File: src/rtl/video_pkg.sv
// video_pkg: shared YCbCr types, pattern selects, 75% bar colours, blanking and fvht bit constants
package video_pkg;
  typedef struct packed {
    logic [9:0] y;
    logic [9:0] cb;
    logic [9:0] cr;
  } ycbcr_t;
  typedef enum logic [1:0] {
    PAT_BARS  = 2'd0,
    PAT_FLAT  = 2'd1,
    PAT_RAMP  = 2'd2,
    PAT_BLACK = 2'd3
  } pat_e;
  localparam logic [9:0] Y_BLANK = 10'h040;
  localparam logic [9:0] C_BLANK = 10'h200;
  localparam logic [9:0] Y_RAMP_MAX = 10'd940;
  localparam int F = 3;
  localparam int V = 2;
  localparam int H = 1;
  localparam int T = 0;
  localparam logic [3:0] FVHT_IDLE = 4'b0110;
  localparam ycbcr_t BLACK = '{Y_BLANK, C_BLANK, C_BLANK};
  localparam ycbcr_t BARS [8] = '{
    '{10'd721, 10'd512, 10'd512},
    '{10'd646, 10'd176, 10'd567},
    '{10'd525, 10'd625, 10'd176},
    '{10'd450, 10'd289, 10'd231},
    '{10'd335, 10'd735, 10'd793},
    '{10'd260, 10'd399, 10'd848},
    '{10'd139, 10'd848, 10'd457},
    '{10'd64,  10'd512, 10'd512}
  };
endpackage

File: src/rtl/video_raster_cnt.sv
// video_raster_cnt: h/v/frame counters with registered fvht decode; sof/act describe the current counter sample
module video_raster_cnt
  import video_pkg::*;
#(
  parameter int H_ACTIVE = 1920,
  parameter int H_BLANK = 280,
  parameter int V_ACTIVE = 1080,
  parameter int V_BLANK = 45,
  localparam int H_TOTAL = H_ACTIVE + H_BLANK,
  localparam int V_TOTAL = V_ACTIVE + V_BLANK,
  localparam int HW = $clog2(H_TOTAL),
  localparam int VW = $clog2(V_TOTAL)
) (
  input  logic          clk,
  input  logic          rstn,
  input  logic          cen,
  input  logic          en,
  output logic [HW-1:0] h_cnt,
  output logic [3:0]    fvht,
  output logic [15:0]   frame_cnt,
  output logic          sof,
  output logic          act
);
  logic [VW-1:0] v_cnt;
  logic h_wrap, v_wrap;
  logic [3:0] fvht_nxt;
  always_comb begin
    h_wrap = h_cnt == HW'(H_TOTAL - 1);
    v_wrap = v_cnt == VW'(V_TOTAL - 1);
    sof = h_cnt == '0 && v_cnt == '0;
    act = h_cnt >= HW'(H_BLANK) && v_cnt >= VW'(V_BLANK);
    fvht_nxt = '0;
    fvht_nxt[V] = v_cnt < VW'(V_BLANK);
    fvht_nxt[H] = h_cnt < HW'(H_BLANK);
    fvht_nxt[T] = sof;
  end
  always_ff @(posedge clk or negedge rstn) begin
    if (!rstn) begin
      h_cnt <= '0;
      v_cnt <= '0;
      frame_cnt <= '0;
      fvht <= FVHT_IDLE;
    end else if (cen) begin
      if (!en) begin
        h_cnt <= '0;
        v_cnt <= '0;
        fvht <= FVHT_IDLE;
      end else begin
        fvht <= fvht_nxt;
        h_cnt <= h_wrap ? '0 : h_cnt + 1'b1;
        if (h_wrap) v_cnt <= v_wrap ? '0 : v_cnt + 1'b1;
        if (h_wrap && v_wrap) frame_cnt <= frame_cnt + 1'b1;
      end
    end
  end
endmodule

File: src/rtl/video_pattern_gen.sv
// video_pattern_gen: raster timing (fvht_o) plus frame-latched 4:2:2 test pattern (vdat_o), frame count out, advancing on cen_i
module video_pattern_gen
  import video_pkg::*;
#(
  parameter int H_ACTIVE = 1920,
  parameter int H_BLANK = 280,
  parameter int V_ACTIVE = 1080,
  parameter int V_BLANK = 45
) (
  input  logic        clk_i,
  input  logic        rstn_i,
  input  logic        cen_i,
  input  logic        en_i,
  input  logic [1:0]  pat_sel_i,
  input  logic [29:0] flat_ycbcr_i,
  output logic [3:0]  fvht_o,
  output logic [19:0] vdat_o,
  output logic [15:0] frame_cnt_o
);
  localparam int HW = $clog2(H_ACTIVE + H_BLANK);
  localparam logic [HW-1:0] BAR_LAST = HW'(H_ACTIVE / 8 - 1);
  logic [HW-1:0] h_cnt, x, bar_cnt;
  logic sof, act;
  pat_e pat;
  ycbcr_t flat, col;
  logic [2:0] bar_idx;
  logic [15:0] ramp_sum;
  logic [9:0] ramp_y, cr_hold, luma, chroma;
  video_raster_cnt #(
    .H_ACTIVE(H_ACTIVE),
    .H_BLANK(H_BLANK),
    .V_ACTIVE(V_ACTIVE),
    .V_BLANK(V_BLANK)
  ) u_raster (
    .clk(clk_i),
    .rstn(rstn_i),
    .cen(cen_i),
    .en(en_i),
    .h_cnt(h_cnt),
    .fvht(fvht_o),
    .frame_cnt(frame_cnt_o),
    .sof(sof),
    .act(act)
  );
  always_comb begin
    x = h_cnt - HW'(H_BLANK);
    ramp_sum = 16'(x >> 1) + 16'd64;
    ramp_y = ramp_sum > 16'(Y_RAMP_MAX) ? Y_RAMP_MAX : ramp_sum[9:0];
    col = pat == PAT_BARS ? BARS[bar_idx] :
          pat == PAT_FLAT ? flat :
          pat == PAT_RAMP ? ycbcr_t'{ramp_y, C_BLANK, C_BLANK} : BLACK;
    luma = act ? col.y : Y_BLANK;
    chroma = act ? (x[0] ? cr_hold : col.cb) : C_BLANK;
  end
  always_ff @(posedge clk_i or negedge rstn_i) begin
    if (!rstn_i) begin
      pat <= PAT_BLACK;
      flat <= BLACK;
      bar_idx <= '0;
      bar_cnt <= BAR_LAST;
      cr_hold <= C_BLANK;
      vdat_o <= {Y_BLANK, C_BLANK};
    end else if (cen_i) begin
      if (!en_i) begin
        bar_idx <= '0;
        bar_cnt <= BAR_LAST;
        vdat_o <= {Y_BLANK, C_BLANK};
      end else begin
        vdat_o <= {luma, chroma};
        if (sof) begin
          pat <= pat_e'(pat_sel_i);
          flat <= flat_ycbcr_i;
        end
        bar_cnt <= (!act || bar_cnt == '0) ? BAR_LAST : bar_cnt - 1'b1;
        bar_idx <= !act ? '0 : bar_cnt == '0 ? bar_idx + 1'b1 : bar_idx;
        if (act && !x[0]) cr_hold <= col.cr;
      end
    end
  end
endmodule
File: config.mk
export PLATFORM = sky130hd
export DESIGN_NAME = video_pattern_gen
export DESIGN_NICKNAME = d
export VERILOG_FILES = /design/src/rtl/video_pkg.sv /design/src/rtl/video_raster_cnt.sv /design/src/rtl/video_pattern_gen.sv
export SDC_FILE = /design/constraint.sdc
export NUM_CORES = 1
export LEC_CHECK = 0
export CAP_MARGIN = 30
export CORE_ASPECT_RATIO = 2
export CORE_MARGIN = 1
export CORE_UTILIZATION = 40
export CTS_CLUSTER_DIAMETER = 40
export DETAILED_ROUTE_END_ITERATION = 6
export DONT_BUFFER_PORTS = 1
export MAX_ROUTING_LAYER = met4
export PLACE_DENSITY = 0.62
export SLEW_MARGIN = 5
export SYNTH_ARGS = -nofsm -noshare
export SYNTH_HDL_FRONTEND = slang
export SYNTH_HIERARCHICAL = 1
export SYNTH_SLANG_ARGS = --single-unit
File: constraint.sdc
create_clock -name clk_i -period 7.9 [get_ports clk_i]
set_clock_uncertainty 0.1 [all_clocks]
set_input_delay 0.79 -clock clk_i [delete_from_list [all_inputs] [get_ports clk_i]]
set_output_delay 0.79 -clock clk_i [all_outputs]
set_load 0.005 [all_outputs]
Word-level counts from Yosys, hierarchy flattened
Memories as Yosys holds them, arrays and structs flattened.
Index checks and enable logic that the tools add are counted.
{ "classes": {"add_sub_neg": 7, "multipliers": 0, "div": 0, "n_lt_le_gt_ge": 6, "n_eq_ne": 6, "n_shift": 0, "n_mux": 21, "bitwise_logic": 1, "n_reduce_logical": 16} }
{ "ops": {"columns": ["cell", "count"], "rows": [
  ["$mux 30", 5],
  ["$mux 12", 4],
  ["$mux 10", 4],
  ["$mux 11", 3],
  ["$logic_not 12->1", 2],
  ["$mux 20", 1],
  ["$add 16x1->16 const B", 1],
  ["$add 11x7->12 const B", 1],
  ["$add 12x1->12 const B", 1],
  ["$eq 12x12->1 const B", 1],
  ["$ge 12x9->1 const B", 1],
  ["$gt 12x10->1 const B", 1],
  ["$lt 12x9->1 const B", 1],
  ["$mux 3", 4],
  ["$sub 12x1->12 const B", 1],
  ["$sub 12x9->12 const B", 1],
  ["$add 11x1->11 const B", 1],
  ["$eq 11x11->1 const B", 1],
  ["$ge 11x6->1 const B", 1],
  ["$logic_not 11->1", 1],
  ["$lt 11x6->1 const B", 1],
  ["$reduce_and 3->1", 3],
  ["$ge 4x4->1 const B", 1],
  ["$logic_and 1x1->1", 4],
  ["other kinds (10)", 12]
]} }
{ "totals": {"reg_bits": 120, "latchBits": 0, "ram_bits": 0, "rom_bits": 240, "out_inout_bits": 40, "word_cells": 70, "n_memories": 1} }
{ "memory_table": {"columns": ["name", "depth", "word_bits", "rd", "rd_clocked_by_memory_dff", "wr", "line_no", "text"], "rows": [
  ["(name not given)", 8, 30, 1, 0, 0, "video_pattern_gen.sv:49", "col = pat == PAT_BARS ? BARS[bar_idx] :"]
]} }

Longest topological paths before layout
{ "logic_depth": {"ltp_word": 10, "ltp_mapped": 11} }

By module
The synthesis kept the hierarchy.
{ "by_module_without_submodules": {"columns": ["module", "n_inst", "cells_per_inst", "area_each_um2", "seq_area_each_um2"], "rows": [
  ["video_pattern_gen", 1, 419, 4225.3, 1945.6],
  ["video_raster_cnt", 1, 231, 2245.9, 1053.5]
]} }

Least setup slack after synthesis
OpenSTA, ideal clock, no wires.
{ "synth_path": {"kind": "register -> register", "start": "register u_raster.h_cnt[3]", "end": "register vdat_o[10]", "setup_time_ps": 120, "t_arrival_ps": 2654, "t_required_ps": 7680, "path_slack_ps": 5026, "path_stages_with_launch": 11, "path_buffers": 1, "cell_sequence": "dfrtp_1 -> ha_1 -> buf_6 -> nor3_1 -> xor2_1 -> ha_1 -> xnor2_1 -> xnor2_1 -> o21ai_0 -> o31a_4 -> a31o_1"} }
{ "synth_between": {"elab_chain_len": 9} }
{ "synth_rtl": {"columns": ["element", "line_no", "text"], "rows": [
  ["start, declared", "video_raster_cnt.sv:18", "output logic [HW-1:0] h_cnt,"],
  ["start signal, assigned", "video_raster_cnt.sv:50", "h_cnt <= h_wrap ? '0 : h_cnt + 1'b1;"],
  ["$sub 12x9->12", "video_pattern_gen.sv:46", "x = h_cnt - HW'(H_BLANK);"],
  ["$add 11x7->12", "video_pattern_gen.sv:47", "ramp_sum = 16'(x >> 1) + 16'd64;"],
  ["$gt 12x10->1", "video_pattern_gen.sv:48", "ramp_y = ramp_sum > 16'(Y_RAMP_MAX) ? Y_RAMP_MAX : ramp_sum[9:0];"],
  ["$mux 10", "video_pattern_gen.sv:48", null],
  ["$mux 30", "video_pattern_gen.sv:51", "pat == PAT_RAMP ? ycbcr_t'{ramp_y, C_BLANK, C_BLANK} : BLACK;"],
  ["$mux 30", "video_pattern_gen.sv:50", "pat == PAT_FLAT ? flat :"],
  ["$mux 30", "video_pattern_gen.sv:49", null],
  ["$mux 10 (*)", "video_pattern_gen.sv:52", "luma = act ? col.y : Y_BLANK;"],
  ["$mux 20 (*)", "video_pattern_gen.sv:64", "if (!en_i) begin"],
  ["end signal, assigned", "video_pattern_gen.sv:62", "vdat_o <= {Y_BLANK, C_BLANK};"],
  ["end signal, assigned", "video_pattern_gen.sv:67", "vdat_o <= {Y_BLANK, C_BLANK};"],
  ["end signal, assigned", "video_pattern_gen.sv:69", "vdat_o <= {luma, chroma};"],
  ["end, declared", "video_pattern_gen.sv:17", "output logic [19:0] vdat_o,"]
]} }
Mark *: on every way between the ends. The rest lies on a longest branch, timed or not.
A chain may end at the register's enable or synchronous reset.

Worst setup path in the final report
Same ends and word-level chain as after synthesis.

==> summary.md <==
| Metric | Value |
|---|---|
| Outcome | finished, final reports clean |
| Mapped Area | 6470 um2 |
| Post-DRT Antenna Nets | 0 |
| Initial antenna violation count | 1 |
| Core box area | 15800 um2 |
| DR vias/cell | 5.81 |
| Worst path arrival time | 3710 ps |
| R2R depth | 9 |
| Detailed Route WL | 17.0 mm |
| DP HPWL | 12.1 mm |
| Post-CTS resize count | 0 |
| Post-synth EDFFs | 0 |
| Crit end category | flop |
| FP Rows | 65 |
| TritonCTS clock tree | yes |
| Pwr/cell area | roughly 240 nW/um2 |
| Fin nets | 697 |
| Setup violators final | 0 |
| Seq cells post-synth | 119 |
| Setup Buffers After CTS | 0 |
| Seq/Total Area, Yosys | 0.463 |
| Commonest non-fill, non-tap cells in the layout | dfrtp_1, nand2_1, nor2_1 |
| Detailed Routing Iterations Pass 1 | 4 |
| CTS sink cnt | 119 |
| Critical R2R Launch | u_raster/h_cnt[3] |
| Clock slew at the register clock pins of the worst setup and hold paths | 50 ps |
| Post-synthesis cell type count | 67 |
| Flop2flop setup slack | 4400 ps |
| Worst hold path type | in -> async |
| I/O Buffers | 0 |
| Setup_tns | 0 ps |
| Slew Limit Fails | 0 |
| Crit Path Category | reg -> reg |
| I/O pins | 76 |
| Worst rel slew slack | 0.377 |
| First-pass GRT wire length | 27.0 mm |
| Number of CTS-inserted buffers | 17 |
| Largest net degree at the start of global routing | 103 |
| Worst-Skew Late Latency | 420 ps |
| Crit path from | u_raster/h_cnt[3] |
| Slowest CP cell | dfrtp_1 |
| Syn_nets | 710 |
| Total of warnings raised by yosys | 6 |
| Worst-path cell chain | ha_1 > nor3_1 > xor2_1 > ha_1 > xnor2_1 > xnor2_1 > o21ai_0 > o31a_4 > a31o_1 |
| Total GRT Usage | 0.221 |
| Initial Util | 0.410 |
| WHS | 114 ps |
| RSZ-0062 raised after global routing | false |
| Fraction of layout cells with a size suffix above 1 | 0.154 |
| Worst-path fanout max | 12 |
| Fill count | 1517 |
| Startpoint class of the critical path | flop |
| Gpl congestion | between 0.8 and 0.9 |
| CP peak stage delay | 530 ps |
| # DRC | 0 |
| Worst VDD drop | 136 uV |
| H-tree levels | 4 |
| DR WL/cell | 20.0 um |
| Worst slew pin tran | slightly above 900 ps |
| Async SR Flop Fraction | 1.00 |
| CTS max path bufs | 2 |
| Final Cycle Share | 0.443 |
| Minimum clock period | 3500 ps |
| Commonest non-fill, non-tap cell in the layout | dfrtp_1 |
| Area growth syn-to-layout | 10.7% |
| Worst R2R End | vdat_o[10] |
| Hold Fails Final Rpt | 0 |
| Lkg Pwr | roughly 3.0 nW |
| Grt ovf | 0 |
| Die X | 91.9 um |
| Worst Path Required | just over 8000 ps |
| Die Footprint | 16700 um2 |
| Mapped Cells | 650 |
| Die H | roughly 180 um |
| Vias in the first global route | 5190 |
| CTS root buffer | clkbuf_16 |
| Drt initial violations | 242 |
| Max Cap Viol | 0 |
| Total vias in the final route | 4938 |
| Max Clk Rate | around 290 MHz |
| Ys flop type | dfrtp_1 |
| Post-Syn Area per Cell | 9.96 um2 |
[stage by stage]
step	instance area, um2	power (mW)	setup WS (ps)	util	cells
after floorplan	6470	0.888	5030	-	650
after detailed placement	6580	0.948	4440	0.417	818
after global placement	6580	0.941	4460	0.417	818
final	7160	1.69	4400	0.454	850
after global routing	7160	1.76	4290	0.454	850
after CTS	7160	1.71	4430	0.454	849
[cell usage after synthesis, drive strengths merged, types with 17 or more instances]
library cell | count | area, um2
dfstp | 17 | 447
xnor2 | 20 | 175
clkbuf | 23 | 86.3
inv | 28 | 105
a21oi | 29 | 145
nand3 | 22 | 110
o31ai | 17 | 128
nor2 | 43 | 161
mux2 | 34 | 387
xor2 | 22 | 193
nand2 | 63 | 236
ha | 24 | 300
nor3 | 17 | 85.1
dfrtp | 102 | 2550
o21ai | 39 | 199
[worst max-delay path, delay by kind of cell (launching register included)]
kind            cells  cell delay (ps)
xor+xnor            3              770
simple gates        1              530
flops               1              530
compound gates      3              740
fa+ha+maj           2              700
[registers in the layout (all words and copies together) (netlist names)]
register / count
u_raster/frame_cnt: 16
pat: 2
cr_hold: 10
vdat_o: 20
u_raster/h_cnt: 12
bar_cnt: 12
bar_idx: 3
flat: 30
u_raster/fvht: 3
u_raster/v_cnt: 11
[worst max-delay path by stage]
stage                  to  slack [ps]  cells past startpoint
6_report       vdat_o[10]        4400                      9
5_1_grt        vdat_o[10]        4290                      9
4_1_cts        vdat_o[10]        4430                      9
3_5_place_dp   vdat_o[10]        4440                      9
3_3_place_gp   vdat_o[10]        4460                      9
2_1_floorplan  vdat_o[10]        5030                     10
[where the power goes]
part / leakage (nW) / switching (mW) / internal, mW
registers: 1.52 / 0.0820 / 0.680
clock network: 0.271 / 0.271 / 0.465
logic: 1.24 / 0.0956 / 0.0940
total: 3.04 / 0.449 / 1.24
[timing repair]
item,in CTS,in global routing
setup endpoints to repair,0,0
hold buffers,1,0
endpoints found under the hold margin,102,0
[cell type report]
cell class | count | area, um2 | area share
Antenna cell | 1 | 2.50 | 0.000349
Inverter | 28 | 105 | 0.0147
Timing Repair Buffer | 1 | 27.5 | 0.00384
Clock inverter | 10 | 109 | 0.0152
Sequential cell | 119 | 3000 | 0.419
Clock buffer | 20 | 447 | 0.0623
Tap cell | 201 | 251 | 0.0351
Multi-Input combinational cell | 470 | 3220 | 0.450
[cells by family (layout without fill, tap and decap cells)]
| kind of cell | count (synthesis) | in the layout | synth area share |
|---|---|---|---|
| multiplexers | 37 | 37 | 0.0644 |
| XOR/XNOR | 42 | 42 | 0.0568 |
| buffers and inverters | 61 | 59 | 0.0392 |
| other | 1 | 2 | 0.000579 |
| AO/OA/AOI/OAI | 144 | 144 | 0.151 |
| AND/OR/NAND/NOR | 222 | 222 | 0.178 |
| adder cells (fa/ha/maj) | 24 | 24 | 0.0464 |
| flip-flops | 119 | 119 | 0.463 |
[layer usage]
metal  track usage  wire length, um
met3        0.0641              668
met1         0.189             5710
met2         0.401             9510
met5             -                0
met4         0.151             1090
Power figures use the tool's default switching activity.
